File: src/rtl/alu_pkg.sv
// Shared definitions for the ALU arbiter slice.
//   state_t   : control FSM states of alu_arbiter (IDLE/EXEC/RESP)
//   F_*       : 3-bit ALU function codes understood by module alu
package alu_pkg;

  typedef enum logic [1:0] {
    S_IDLE = 2'd0,
    S_EXEC = 2'd1,
    S_RESP = 2'd2
  } state_t;

  localparam logic [2:0] F_AND  = 3'b000;
  localparam logic [2:0] F_OR   = 3'b001;
  localparam logic [2:0] F_ADD  = 3'b010;
  localparam logic [2:0] F_DIV  = 3'b011;
  localparam logic [2:0] F_ANDN = 3'b100;
  localparam logic [2:0] F_ORN  = 3'b101;
  localparam logic [2:0] F_SUB  = 3'b110;
  localparam logic [2:0] F_SLT  = 3'b111;

endpackage

File: src/rtl/alu.sv
// Combinational W-bit ALU.
//   a, b : operands (unsigned)
//   f    : function code (alu_pkg::F_*)
//   y    : result; add/sub wrap, SLT is an unsigned compare zero-extended
//   zero : operands equal (a == b)
module alu
  import alu_pkg::*;
#(
  parameter int W = 32
) (
  input  logic [W-1:0] a,
  input  logic [W-1:0] b,
  input  logic [2:0]   f,
  output logic [W-1:0] y,
  output logic         zero
);

  always_comb begin
    y = '0;
    unique case (f)
      F_AND:   y = a & b;
      F_OR:    y = a | b;
      F_ADD:   y = a + b;
      F_DIV:   y = a / b;
      F_ANDN:  y = a & ~b;
      F_ORN:   y = a | ~b;
      F_SUB:   y = a - b;
      F_SLT:   y[0] = (a < b);
      default: y = '0;
    endcase
  end

  assign zero = (a == b);

endmodule

File: src/rtl/rr_arb2.sv
// Two-requester round-robin grant logic (purely combinational).
//   valid : request lines, bit n = requester n
//   rr    : preferred requester when both are valid
//   grant : one-hot grant, or zero when nothing is valid
module rr_arb2 (
  input  logic [1:0] valid,
  input  logic       rr,
  output logic [1:0] grant
);

  assign grant[0] = valid[0] & (~valid[1] | ~rr);
  assign grant[1] = valid[1] & (~valid[0] |  rr);

endmodule

File: src/rtl/alu_arbiter.sv
// Shares one ALU between two requesters with round-robin arbitration.
//   clk, rst           : clock, synchronous active-high reset
//   pN_valid/pN_ready  : operation handshake for requester N (ready only in IDLE)
//   pN_a, pN_b, pN_f   : operands and function code for requester N
//   rsp_valid/ready    : result handshake (valid only in RESP)
//   rsp_y, rsp_zero    : registered ALU result and A==B flag
//   rsp_id             : requester that owns the result
//   rsp_err            : divide by zero; rsp_y is then forced to all-ones
module alu_arbiter
  import alu_pkg::*;
#(
  parameter int W = 32
) (
  input  logic         clk,
  input  logic         rst,
  input  logic         p0_valid,
  output logic         p0_ready,
  input  logic [W-1:0] p0_a,
  input  logic [W-1:0] p0_b,
  input  logic [2:0]   p0_f,
  input  logic         p1_valid,
  output logic         p1_ready,
  input  logic [W-1:0] p1_a,
  input  logic [W-1:0] p1_b,
  input  logic [2:0]   p1_f,
  output logic         rsp_valid,
  input  logic         rsp_ready,
  output logic [W-1:0] rsp_y,
  output logic         rsp_zero,
  output logic         rsp_id,
  output logic         rsp_err
);

  state_t         state, state_nxt;
  logic           rr;
  logic [1:0]     grant;
  logic           accept;
  logic [W-1:0]   op_a, op_b;
  logic [2:0]     op_f;
  logic           op_id;
  logic [W-1:0]   alu_y;
  logic           alu_zero;
  logic           div0;

  rr_arb2 u_arb (
    .valid ({p1_valid, p0_valid}),
    .rr    (rr),
    .grant (grant)
  );

  alu #(.W(W)) u_alu (
    .a    (op_a),
    .b    (op_b),
    .f    (op_f),
    .y    (alu_y),
    .zero (alu_zero)
  );

  // Divide-by-zero overrides the ALU divide output.
  assign div0 = (op_f == F_DIV) && (op_b == '0);

  always_ff @(posedge clk) begin
    if (rst) state <= S_IDLE;
    else     state <= state_nxt;
  end

  always_comb begin
    state_nxt = state;
    p0_ready  = 1'b0;
    p1_ready  = 1'b0;
    accept    = 1'b0;
    rsp_valid = 1'b0;
    unique case (state)
      S_IDLE: begin
        // Readies are masked during reset so nothing is accepted then.
        if (!rst) begin
          p0_ready = grant[0];
          p1_ready = grant[1];
          accept   = |grant;
        end
        if (accept) state_nxt = S_EXEC;
      end
      S_EXEC: state_nxt = S_RESP;
      S_RESP: begin
        rsp_valid = 1'b1;
        if (rsp_ready) state_nxt = S_IDLE;
      end
      default: state_nxt = S_IDLE;
    endcase
  end

  always_ff @(posedge clk) begin
    if (rst) begin
      rr       <= 1'b0;
      op_a     <= '0;
      op_b     <= '0;
      op_f     <= '0;
      op_id    <= 1'b0;
      rsp_y    <= '0;
      rsp_zero <= 1'b0;
      rsp_id   <= 1'b0;
      rsp_err  <= 1'b0;
    end else begin
      if (accept) begin
        op_a  <= grant[1] ? p1_a : p0_a;
        op_b  <= grant[1] ? p1_b : p0_b;
        op_f  <= grant[1] ? p1_f : p0_f;
        op_id <= grant[1];
        // Point at the requester that was not served.
        rr    <= grant[0];
      end
      if (state == S_EXEC) begin
        rsp_y    <= div0 ? '1 : alu_y;
        rsp_zero <= alu_zero;
        rsp_id   <= op_id;
        rsp_err  <= div0;
      end
    end
  end

endmodule

File: config.mk
export PLATFORM = sky130hd
export DESIGN_NAME = alu_arbiter
export DESIGN_NICKNAME = d
export VERILOG_FILES = /design/src/rtl/alu_pkg.sv /design/src/rtl/alu.sv /design/src/rtl/rr_arb2.sv /design/src/rtl/alu_arbiter.sv
export SDC_FILE = /design/constraint.sdc
export NUM_CORES = 2
export LEC_CHECK = 0
export CAP_MARGIN = 20
export CORE_ASPECT_RATIO = 1.25
export CORE_MARGIN = 2
export CORE_UTILIZATION = 46
export DETAILED_ROUTE_END_ITERATION = 16
export PLACE_DENSITY = 0.72
export SETUP_SLACK_MARGIN = 0.15
export SLEW_MARGIN = 40
export SYNTH_ARGS = -nofsm -noshare
export SYNTH_HDL_FRONTEND = slang
export SYNTH_HIERARCHICAL = 1
export SYNTH_SLANG_ARGS = --single-unit
export TNS_END_PERCENT = 50
File: constraint.sdc
create_clock -name clk -period 82.7 [get_ports clk]
set_input_delay 16.54 -clock clk [delete_from_list [all_inputs] [get_ports clk]]
set_output_delay 16.54 -clock clk [all_outputs]
set_load 0.005 [all_outputs]
==> impl_results.md <==
- EDFF count, synth: 0
- Residual DRC: 0
- Largest net degree at the start of global routing: 69
- Post-DP HPWL: 134000 um
- DRT Pass-1 Iters: 8
- Critical-path maximum fanout: 30
- Slowest Stage Delay on Critical Path: 0.64 ns
- GPL Wtd Cong: 1.06
- H-tree depth: 3
- CTS tree: built
- Most frequent cells in the layout: ha_1, nor2_1, nand2_1, a21oi_1, o21ai_0
- Synth warnings: 6
- Synth async-reset ratio: 0
- Bufs on Longest Clock Path: 2
- Cells after DPL: 6704
- Synthesis-stage register bit count: 106
- Top cell type's share of synthesized area: 0.210
- CP arrival: 79.48 ns
- First-pass GRT wire length: 256000 um
- Sequential share of the synthesized area: 0.0541
- Share of cells above drive strength 1: 0.0761
- Post-layout nets: 6431
- CP Launch Type: flip-flop
- Most common cell after layout, fill and taps aside: ha_1
- Crit share post-route: 0.957
- Slew @ Worst Pin: approximately 0.9 ns
- Max Freq: 0.0126 GHz
- Starting density of the core: 0.465
- Die area: 0.0876 mm^2
- Routed WL: roughly 170000 um
- Vias in the first global route: 43200
- Mean Syn Cell Area: 7.06 um^2
- Slowest cell on crit path: nor3_1
- Slew Limit Fails: 0
- Vias post-DR: 45500
- Via density: ~6.8
- IO Pins: 177
- Die width: 265 um
- Top FF cell, synth: dfxtp_1
- Hold Buf Count CTS: 0
- CORE AREA: between 0.08 and 0.09 mm^2
- CTS buffer count: 9
- Tmin final: 79.18 ns
- Chip height: 330 um
- Clock skew: 0.0261 ns
- Wirelength per Cell: 25.6 um
- Area delta synth->final: 10.5%
- Most used cell, CP: ha_1
- Clock sinks: 106
- Worst-path clk slew: approximately 0.09 ns
- Synth Cell Area: 0.0392 mm^2
- RSZ-0062 raised after global routing: false
- Antenna violations before repair: 1
- Max-cap violations: 0
- Root buffer cell: clkbuf_16
- Synthesized net count: 6347
- Worst-Skew Late Latency: roughly 0.42 ns
- Largest area contributor in the synthesized netlist: ha_1
- # setup viols final: 0
- Initial DRC count: between 4000 and 5000
- Slew margin rel.: 0.393
- Tot GR Track Use: 0.375
- Worst setup EP type: flip-flop
- Synth area leaders: ha_1, dfxtp_1, nor2_1
- Worst min path class: flip-flop to flip-flop
- Status: finished, final reports clean
- Fin cells: 6729
- Min Hold Slack: 0.487 ns
- Fin. Hold Viols: 0
- Post-DRT Antenna Nets: 0
- Critical path type: flip-flop to flip-flop
- Post-Syn Instances: 5549
- Distinct cells, synth: 98
- Std-Cell Rows: about 120
- Total gr overflow: 0
- CP required: approximately 83 ns
- # port buffers: 176
-- what timing repair did --
item	4_1_cts	5_1_grt
setup endpoints to repair	1	3
gates resized for setup	14	63
pin swaps	0	4
cloned	0	3
setup buffers	0	4
-- routing by layer --
metal / track usage / share of wire / up-vias / wire length, um
met2: 0.614 / 0.44 / 2528 / 75800
li1: - / - / 21000 / -
met5: 0 / 0 / - / 0
met4: 0.268 / 0.083 / 0 / 14300
met3: 0.0640 / 0.091 / 694 / 15600
met1: 0.447 / 0.39 / 21300 / 66500
-- registers in the layout, indices dropped and copies added (netlist names) --
register and flops:
state 2, op_a 32, rsp_id 1, op_id 1, rsp_err 1, rr 1, rsp_y 32, rsp_zero 1
op_b 32, op_f 3
-- worst max-delay path, delay by kind of cell, from the launching register on --
kind | cells | cell delay (ns)
AO/OA/AOI/OAI | 152 | 40.87
adder cells (fa/ha/maj) | 32 | 10.62
buffers and inverters | 21 | 4.67
flip-flops | 1 | 0.59
multiplexers | 7 | 2.36
AND/OR/NAND/NOR | 82 | 19.74
-- layout make-up --
type	count	area, um^2
antenna	2	5.00
clock buffer	9	225
clock inverter	7	67.6
fill	8520	41000
inverter	228	856
multi-input combinational	4979	35800
sequential	106	2130
tap	1089	1360
timing repair buffer	309	2800
-- kinds of logic after synthesis --
family          after synthesis  share of synthesized area
xor+xnor                    367                     0.0820
flops                       106                     0.0541
buf+inv                     467                     0.0466
mux                         205                     0.0546
compound gates             1872                      0.326
fa+ha+maj                   659                      0.211
simple gates               1873                      0.225
-- per-stage QoR --
step                worst slack [ns]  utilization  cell area [um^2]  setup TNS (ns)
floorplan                      10.52            -             39200               0
global placement               -1.72        0.504             42500           -1.72
detailed placement             -1.76        0.505             42500           -1.76
CTS                            0.169        0.509             42900               0
global route                  0.0369        0.514             43300               0
finish                          3.52        0.514             43300               0
-- synthesized netlist by cell type, types with 39 or more instances --
cell and count:
a211oi_1 133, a21o_1 188, a21oi_1 400, a31oi_1 80
and3_1 39, buf_2 39, clkbuf_1 183, dfxtp_1 106
ha_1 657, inv_1 227, mux2_2 70, mux2i_1 135
nand2_1 493, nand2b_1 69, nand3_1 114, nand4_1 63
nor2_1 544, nor2b_1 39, nor3_1 245, nor4_1 44
o211ai_1 73, o21a_1 122, o21ai_0 327, o21bai_1 47
o31ai_1 54, or2_2 48, or3_1 76, xnor2_1 226
xor2_1 141
-- final timing paths --
| path | from | endpoint | slack, ns | depth (start not counted) |
|---|---|---|---|---|
| setup / recovery | op_b[0]$_SDFFE_PP0P_ | rsp_y[0]$_SDFFE_PP0N_ | 3.52 | 294 |
| setup reg to reg | op_b[0]$_SDFFE_PP0P_ | rsp_y[0]$_SDFFE_PP0N_ | 3.52 | 294 |
| hold / removal | op_id$_SDFFE_PP0P_ | op_id$_SDFFE_PP0P_ | 0.49 | 2 |
| hold reg to reg | op_id$_SDFFE_PP0P_ | op_id$_SDFFE_PP0P_ | 0.49 | 2 |
Power is left out: the tool's default activity adds up to more than one toggle a clock period on the data nets, which glitch-free logic cannot reach.
